**config.mk**
```make
export PLATFORM = sky130hd
export DESIGN_NAME = ecc_scrub_ctrl
export DESIGN_NICKNAME = d
export VERILOG_FILES = /design/src/rtl/ecc_scrub_ctrl.sv
export SDC_FILE = /design/constraint.sdc
export NUM_CORES = 1
export LEC_CHECK = 0
export CAP_MARGIN = 20
export CELL_PAD_IN_SITES_DETAIL_PLACEMENT = 0
export CELL_PAD_IN_SITES_GLOBAL_PLACEMENT = 1
export CORE_MARGIN = 8
export CORE_UTILIZATION = 33
export CTS_CLUSTER_SIZE = 24
export DETAILED_ROUTE_END_ITERATION = 10
export HOLD_SLACK_MARGIN = 0.03
export PLACE_DENSITY_LB_ADDON = 0.1
export SLEW_MARGIN = 20
export SYNTH_ARGS = -nofsm -noshare
export SYNTH_HDL_FRONTEND = slang
export SYNTH_SLANG_ARGS = --single-unit
```
**constraint.sdc**
```tcl
create_clock -name clk -period 4.67 [get_ports clk]
set_input_delay 1.1675 -clock clk [delete_from_list [all_inputs] [get_ports clk]]
set_output_delay 1.1675 -clock clk [all_outputs]
set_load 0.1 [all_outputs]
```
**src/rtl/ecc_scrub_ctrl.sv**
```systemverilog
// ecc_scrub_ctrl: background scrubber that reads each word, runs it through an external SEC corrector and writes fixes back.
// Optional macro SCRUB_LOG_EN adds a sticky log of the most recent error (err_addr/err_uncorr/err_valid/err_clr).
module ecc_scrub_ctrl #(
  parameter int AW       = 8,
  parameter int DW       = 32,
  parameter int CW       = 8,
  parameter int INTERVAL = 1024
) (
  input  logic             clk,
  input  logic             rst,
  input  logic             en,
  output logic             mem_req,
  output logic             mem_we,
  output logic [AW-1:0]    mem_addr,
  output logic [DW+CW-1:0] mem_wdata,
  input  logic             mem_gnt,
  input  logic             mem_rvalid,
  input  logic [DW+CW-1:0] mem_rdata,
  output logic [DW+CW-1:0] dec_din,
  input  logic [DW+CW-1:0] dec_dout,
  input  logic             dec_uncorr,
  output logic [15:0]      corr_cnt,
  output logic [15:0]      uncorr_cnt,
  output logic             pass_done,
  output logic             busy
`ifdef SCRUB_LOG_EN
  ,
  output logic [AW-1:0]    err_addr,
  output logic             err_uncorr,
  output logic             err_valid,
  input  logic             err_clr
`endif
);
  localparam int IW = INTERVAL > 1 ? $clog2(INTERVAL) : 1;
  typedef enum logic [2:0] {IDLE, RD, WAIT, CHK, WR, NEXT} state_t;
  state_t state_q, state_d;
  logic [IW-1:0] ival_q, ival_d;
  logic [AW-1:0] addr_q, addr_d;
  logic [DW+CW-1:0] raw_q, raw_d, wdata_q, wdata_d;
  logic [15:0] corr_q, corr_d, uncorr_q, uncorr_d;
  logic req_q, req_d, we_q, we_d, pass_q, pass_d;
  always_comb begin
    state_d  = state_q;
    ival_d   = ival_q;
    addr_d   = addr_q;
    raw_d    = raw_q;
    wdata_d  = wdata_q;
    corr_d   = corr_q;
    uncorr_d = uncorr_q;
    case (state_q)
      IDLE: if (en) begin
        ival_d  = ival_q == IW'(INTERVAL - 1) ? '0 : ival_q + 1'b1;
        state_d = ival_q == IW'(INTERVAL - 1) ? RD : IDLE;
      end
      RD:   state_d = mem_gnt ? WAIT : RD;
      WAIT: if (mem_rvalid) begin
        raw_d   = mem_rdata;
        state_d = CHK;
      end
      CHK: if (dec_uncorr) begin
        uncorr_d = uncorr_q + 16'(uncorr_q != 16'hFFFF);
        state_d  = NEXT;
      end else if (dec_dout != raw_q) begin
        corr_d  = corr_q + 16'(corr_q != 16'hFFFF);
        wdata_d = dec_dout;
        state_d = WR;
      end else begin
        state_d = NEXT;
      end
      WR:   state_d = mem_gnt ? NEXT : WR;
      NEXT: begin
        addr_d  = addr_q + 1'b1;
        state_d = IDLE;
      end
      default: state_d = IDLE;
    endcase
  end
  // Request/strobe flags are registered from the next state so the bus sees them on entry.
  assign req_d  = state_d == RD || state_d == WR;
  assign we_d   = state_d == WR;
  assign pass_d = state_d == NEXT && &addr_q;
  always_ff @(posedge clk or posedge rst) begin
    if (rst) begin
      state_q  <= IDLE;
      ival_q   <= '0;
      addr_q   <= '0;
      raw_q    <= '0;
      wdata_q  <= '0;
      corr_q   <= '0;
      uncorr_q <= '0;
      req_q    <= 1'b0;
      we_q     <= 1'b0;
      pass_q   <= 1'b0;
    end else begin
      state_q  <= state_d;
      ival_q   <= ival_d;
      addr_q   <= addr_d;
      raw_q    <= raw_d;
      wdata_q  <= wdata_d;
      corr_q   <= corr_d;
      uncorr_q <= uncorr_d;
      req_q    <= req_d;
      we_q     <= we_d;
      pass_q   <= pass_d;
    end
  end
  assign mem_req    = req_q;
  assign mem_we     = we_q;
  assign mem_addr   = addr_q;
  assign mem_wdata  = wdata_q;
  assign dec_din    = raw_q;
  assign corr_cnt   = corr_q;
  assign uncorr_cnt = uncorr_q;
  assign pass_done  = pass_q;
  assign busy       = state_q != IDLE;
`ifdef SCRUB_LOG_EN
  logic [AW-1:0] eaddr_q;
  logic etype_q, evalid_q, err_hit;
  // A new error in CHK takes priority over a coincident clear.
  assign err_hit = state_q == CHK && (dec_uncorr || dec_dout != raw_q);
  always_ff @(posedge clk or posedge rst) begin
    if (rst) begin
      eaddr_q  <= '0;
      etype_q  <= 1'b0;
      evalid_q <= 1'b0;
    end else if (err_hit) begin
      eaddr_q  <= addr_q;
      etype_q  <= dec_uncorr;
      evalid_q <= 1'b1;
    end else if (err_clr) begin
      evalid_q <= 1'b0;
    end
  end
  assign err_addr   = eaddr_q;
  assign err_uncorr = etype_q;
  assign err_valid  = evalid_q;
`endif
endmodule

```
### Word level (Yosys, flattened, before mapping)

Index checks and enable logic that the tools add are counted.

* reduce and logical (&&, ||, !) cells: 9
* mux-type cells: 9
* equal/unequal tests: 12
* bitwise operators: 1
* add/subtract/negate cells: 4

Operators by type and width (count)
* != test 40 bit: 1
* adder 16 x 1 -> 16 bit: 2
* != test 16 bit (second input constant): 2
* case mux 3 bit (5 select lines): 1
* equality test 3 bit (second input constant): 4
* adder 10 x 1 -> 10 bit (second input constant): 1
* equality test 10 bit (second input constant): 1
* 2-to-1 mux 10 bit: 1
* adder 8 x 1 -> 8 bit (second input constant): 1
* AND reduction 8 bit: 1
* equality test 3 x 1 -> 1 bit (second input constant): 2
* equality test 3 x 2 -> 1 bit (second input constant): 2
* 2-to-1 mux 3 bit: 2
* AND reduction 2 bit: 3
* 2-to-1 mux 1 bit: 4
* zero test 3 bit: 1
* AND reduction 3 bit: 1
* nonzero test 3 bit: 1
* 2-to-1 mux 2 bit: 1
* logical AND 1 bit: 1
* logical OR 1 bit: 1
* NOT 1 bit: 1

* register bits after elaboration: 136
* word-level logic and storage cells: 45
* output and inout port bits: 124
* input bits: 86

### Longest topological paths before layout

* depth in word-level cells: 6
* gate-level depth with buffers: 12
* mapped depth without buffers: 10

### Worst setup path before layout

Ideal clock, no wire load.

* kind: register -> register
* start: register uncorr_q[3] (netlist: uncorr_cnt[3])
* end: register uncorr_q[14] (netlist: uncorr_cnt[14])
* data arrival time: 2.742 ns
* path slack: 1.766 ns
* cell stages (with the launch flop): 13
* library setup time: 0.162 ns
* cells stage by stage: dfrtp_1 -> and4_1 -> and3_1 -> and2_1 -> clkbuf_1 -> nand2_1 -> ha_1 -> ha_1 -> and3_1 -> clkbuf_1 -> nand2_1 -> nor2_1 -> xor2_1

* cells in the longest elaborated chain, start to end: 2

Ends and longest elaborated chain
* start, declared: RTL line 40 `logic [15:0] corr_q, corr_d, uncorr_q, uncorr_d;`
* start signal, assigned: RTL line 101 `uncorr_q <= uncorr_d;`
* != test 16 bit: RTL line 61 `uncorr_d = uncorr_q + 16'(uncorr_q != 16'hFFFF);`
* adder 16 x 1 -> 16 bit (*): RTL line 61

Every way passes the cells marked *; elsewhere a longest branch is shown, timed or not.
A chain may end at the register's enable or synchronous reset.

### Final worst setup path

* start: register state_q[2]
* end: output port busy

* cells in the longest elaborated chain, start to end: 1

Ends and longest elaborated chain
* start, declared: RTL line 36 `state_t state_q, state_d;`
* start signal, assigned: RTL line 95 `state_q <= state_d;`
* nonzero test 3 bit: RTL line 115 `assign busy = state_q != IDLE;`
* end, declared: RTL line 25 `output logic busy`

Every way passes these cells.

==> summary.txt <==
final setup vio count = 0
DR iter-0 viols = 178
yosys warns = 0
antenna viol nets, final = 0
IO Pins = 210
RSZ-0062 raised after global routing = false
Overflow after GRT = 0
number of flops mapped to enable cells by yosys = 0
TritonCTS Sinks = 136
CTS tree = yes
vias in the first global route = 4700
final std cells w/o fill = 917
Slew Viols, Final = 0
Initial Utilization = 33.4%
max cap viols = 0
gr usage total = 15.1%
fin crit share = 73.7%
pin count of the biggest net entering global routing = 107
flops & latches, synth = 136
clk_lat worst skew = 0.41 ns
Min Hold Slack = 0.483 ns
CTS Buffer Depth = 2
crit path from = state_q[2]$_DFF_PP0_
most frequent cells in the layout = clkdlybuf4s50_1, dfrtp_1, xnor2_1, mux2_2, mux2_4
layout cells sized above 1 = 18.6%
wire per inst = 18.9 µm
Pre-antenna DRT Iters = 4
Leak Pwr = 0.00399 µW
first-pass GRT wire length = 27.4 mm
xor-xnor portion of the synthesized cell area = 11.8%
total net switching power = 775 µW
most area-hungry cell type in the Yosys netlist = dfrtp_1
Max Fclk = 290 MHz
post-synthesis sequential area ratio = 55.1%
Die Wd = 153 µm
Crit Reg-Reg Startpoint = dec_din[39]$_DFFE_PP0P_
Compound-Gate Fraction of Synth Area = 1.58%
routed vias = 4322
DP Worst Slack = 0.784 ns
Antenna Cells = 0
Worst setup EP type = output port
DP HPWL = 12.9 mm
CTS root buffer = clkbuf_16
Worst Hold Class = reg -> reg
Routability Congestion = 0.742
Final Skew = 0.0100 ns
Die Y = 153 µm
Combinational Power Share = 11.7%
Synth Instances = 453
Clock Power Share = 48.6%
worst-path fanout max = 10
Resized Gates After CTS = 0
Required @ worst endpoint = 3.50 ns
reg2reg path depth = 6
worst slew pin tran = 1.04 ns
crit path kind = reg -> out
Via density = 4.71
clk slew on worst S/H paths = 0.06 ns
Yosys cell types = 37
Routed WL = 17.4 mm
Seq pwr share = 39.7%
largest family of logic cells by synthesized area = multiplexers
Worst Min Path Start = ival_q[6]$_DFFE_PP0P_
Site Rows = 50
top cells by area, synth = dfrtp_1, xnor2_1, mux2_4
H-tree levels = 4
post-synth top area share = 55.1%
Synth Area in Adders = 1.22%
Rel. slew slack = 30.4%
min Tclk post-route = 3.44 ns
cts bufs inserted = 17
cell internal pwr = 2390 µW
Final Net Count = 763
Syn Area/Cell = 13.6 µm²
status = finished clean
initial antenna violation count = 0
hold_buf cts = 0
IO buf count = 209
post-synthesis simple-gate area fraction = 10.5%
Syn Nets = 545
Post-CTS Setup Inserts = 0
Post-Synthesis Cell Area = 6180 µm²
Placed Instances = 886
most common cell after layout, fill and taps aside = clkdlybuf4s50_1
Critical Path AT = 2.28 ns
DRC = 0
internal reg-to-reg setup slack = 2.02 ns
Reg-to-Reg End = mem_wdata[8]$_DFFE_PP0P_
startpoint class of the critical path = register
switching share of power = 24.4%
Core ar. = 18500 µm²
die footprint = 23300 µm²
pwr/cell area = 344 nW/µm²
multiplexer share of the synthesized area = 17.9%
Area Growth Syn to Fin = 49.0%
Total Neg Setup Slack = 0 ns
Filler Cell Count = 1657
Hold Vio Cnt, Final = 0
asr flop ratio synth = 100%
critical path endpoint = busy
post-route setup slack = 1.23 ns
dominant synthesized flop cell = dfrtp_1
Max VDD drop = 0.236 mV
[power by group through the flow]
stage	combinational [µW]	sequential, µW	clock, µW
floorplan	96.4	1400	0
global placement	372	1280	0
detailed placement	374	1280	0
CTS	376	1260	1580
global route	394	1260	1630
finish	370	1260	1540
[registers in the layout (all words and copies together), names as in the netlist]
signal	count
uncorr_cnt	16
pass_done	1
mem_req	1
corr_cnt	16
state_q	3
dec_din	40
mem_wdata	40
mem_addr	8
mem_we	1
ival_q	10
[kinds of logic after synthesis]
family	count (synthesis)
DFF	136
and+or+nand+nor	112
muxes	85
xor gates and xnor gates	83
buffers and inverters	20
AOI/OAI and AO/OA	11
adders and majority gates	6
[critical path: stages (launching register included)]
cell	delay [ns]
dfrtp_1	0.53
nor3_1	0.13
inv_1	0.07
clkdlybuf4s50_1	1.13
[Yosys cell counts (2+ instances only)]
cell type / instances
nor2_1: 17
clkbuf_1: 4
ha_1: 6
inv_1: 5
mux2_4: 40
a21oi_1: 2
mux2_1: 3
nor4_2: 2
nand4_1: 27
nand3_1: 12
xnor2_1: 73
mux2_2: 42
dfrtp_1: 136
and2_1: 2
a21o_1: 2
buf_6: 5
xor2_1: 10
nor3_1: 2
and3b_1: 2
and3_1: 16
o21ai_0: 2
and4_1: 5
nand3b_1: 2
nand2_1: 19
buf_2: 5
[final cells by class]
type	count	area (µm²)	area share (%)
inverters	6	26.3	0.285
well taps	234	293	3.18
repair buffers	213	2150	23.3
clock inverters	12	223	2.42
flip-flops and latches	136	3400	37.0
multi-input cells	297	2660	28.9
clock buffers	19	453	4.92
[per-layer routing]
metal	part of all wire (%)	global-route usage (%)	vias to the layer above
met5	0	0	-
met4	1.2	4.15	0
met3	9.1	7.57	13
met2	47	23.4	141
met1	43	18.2	2137
li1	-	-	2031
[worst min path at each step]
stage / slack, ns / depth (start not counted) / to
CTS: 0.49 / 1 / ival_q[6]$_DFFE_PP0P_
global route: 0.51 / 1 / ival_q[6]$_DFFE_PP0P_
finish: 0.48 / 1 / ival_q[6]$_DFFE_PP0P_
floorplan: 0.44 / 1 / ival_q[6]$_DFFE_PP0P_
global placement: 0.45 / 1 / ival_q[6]$_DFFE_PP0P_
detailed placement: 0.47 / 1 / ival_q[6]$_DFFE_PP0P_
[through the flow]
stage / power [µW] / utilization (%) / cell area, µm²
global placement: 1650 / 46.1 / 8530
global route: 3290 / 49.7 / 9210
floorplan: 1500 / - / 6180
detailed placement: 1650 / 46.1 / 8530
finish: 3170 / 49.7 / 9210
CTS: 3220 / 49.7 / 9210
(Power assumes the default switching activity.)
==> RTL edit: new RTL, same flow settings <==
Encoding of `state_t`: now Gray code (3 bits for 6 states).
--- a/src/rtl/ecc_scrub_ctrl.sv
+++ b/src/rtl/ecc_scrub_ctrl.sv
@@ -32,7 +32,7 @@
 `endif
 );
   localparam int IW = INTERVAL > 1 ? $clog2(INTERVAL) : 1;
-  typedef enum logic [2:0] {IDLE, RD, WAIT, CHK, WR, NEXT} state_t;
+  typedef enum logic [2:0] {IDLE = 3'b000, RD = 3'b001, WAIT = 3'b011, CHK = 3'b010, WR = 3'b110, NEXT = 3'b111} state_t;
   state_t state_q, state_d;
   logic [IW-1:0] ival_q, ival_d;
   logic [AW-1:0] addr_q, addr_d;
Formal check against the unedited RTL: no difference found for any inputs over 10 cycles, from zero or initial values and one cycle with rst high; not proved beyond that.
==> RTL edit against the unedited design <==
Synthesized area shrank 2.5%; sequential share of layout area up 0.85 points; sequential cell count stayed put; worst setup slack improved by 0.0030 ns; final area shrank 2.3%; clock skew barely moved; critical path type unchanged; first-iteration DRC count shrank 34%; synthesized cell count rose by 2.6%; routed wire length increased by 2.8%.
Power is not compared: it rests on default switching activity, and its combinational part moved more than twofold at a synthesized area within 25%.
==> RTL edit: results (changes against the unedited design) <==
| Metric | Value |
|---|---|
| FFs w/ async S/R, synth | 100% (unchanged) |
| Compound-Gate Fraction of Synth Area | 1.52% (-0.064 points) |
| R2r startpoint | corr_cnt[5] |
| Status | finished, final reports clean |
| Xor and xnor fraction of the mapped netlist area | 11.8% (about the same) |
| Worst clock skew | 0.00963 ns (-0.000375 ns) |
| Drt via density | 4.77 (+1.2%) |
| Post-Syn Nets | 557 (+2.2%) |
| Top_reg_cell synth | dfrtp_1 |
| Ranking of synthesized cells by area | dfrtp_1 57%, mux2_2 8.8%, xor2_1 7.4% |
| HP Start | ival_q[9] |
| Register area share after synthesis | 56.5% (+1.4 points) |
| Mux share of post-synthesis cell area | 15.9% (-2.0 points) |
| Cells after DPL | 896 (+1.1%) |
| Hold_ws | 0.472 ns (-0.0103 ns) |
| Placed Instance Area | 8380 µm² (-1.7%) |
| Synth Area per Inst | 13.0 µm² (-5.0%) |
| FF-to-FF setup slack | 1.98 ns (-0.04 ns) |
| Post-layout net count | 778 (+2.0%) |
| Initial DRC count | 117 (-34%) |
| Final Wtd Congestion | 0.770 (+3.8%) |
| Largest net degree at the start of global routing | 78 (-27%) |
| Setup WS pre-CTS | 0.762 ns (-0.0220 ns) |
| Reg2Reg Depth | 9 (+3) |
| Worst path max stage delay | 0.98 ns (-0.15 ns) |
| Synth cell types | 39 (+5.4%) |
| Reg2reg end | corr_cnt[8] |
| Synth Area in Adders | 1.25% (+0.031 points) |
| Routed len/inst | 19.2 µm (+1.6%) |
| Total wire length | 17.9 mm (+2.8%) |
| Final Worst Setup Slack | 1.23 ns (+0.00296 ns) |
| CTS Buf Count | 17 (unchanged) |
| Worst hold endpoint | ival_q[9] |
| Worst Tran Pin Value | 1.05 ns (+0.00562 ns) |
==> RTL edit: cell types whose count changed after synthesis, moves of 10 or more <==
cell     unedited run  this run
xor2_1             10        51
nand2_1            19        29
nand4_1            27        17
and3_1             16         6
mux2_4             40         0
nor4_1              0        17
xnor2_1            73        30
mux2_1              3        38
==> RTL edit: area by class of cell <==
type | count | area [µm²]
multi-input cells | 309 | 2500
clock buffers | 24 | 472
repair buffers | 216 | 2170
flip-flops and latches | 136 | 3400
clock inverters | 8 | 144
well taps | 229 | 287
inverters | 6 | 26.3
fillers | 1598 | 8970
==> RTL edit: layer usage <==
metal	vias to the layer above	global-route usage (%)	wire, µm
li1	2070	-	-
met1	2208	19.2	7440
met2	136	27.0	8920
met3	14	5.02	1310
met4	0	5.34	181
met5	-	0	0
==> RTL edit: power by group <==
group / switching [µW] / leakage, µW / internal (µW)
combinational: 75.9 / 0.00203 / 97.3
sequential: 20.3 / 0.00188 / 1200
clock: 492 / 0.000302 / 921
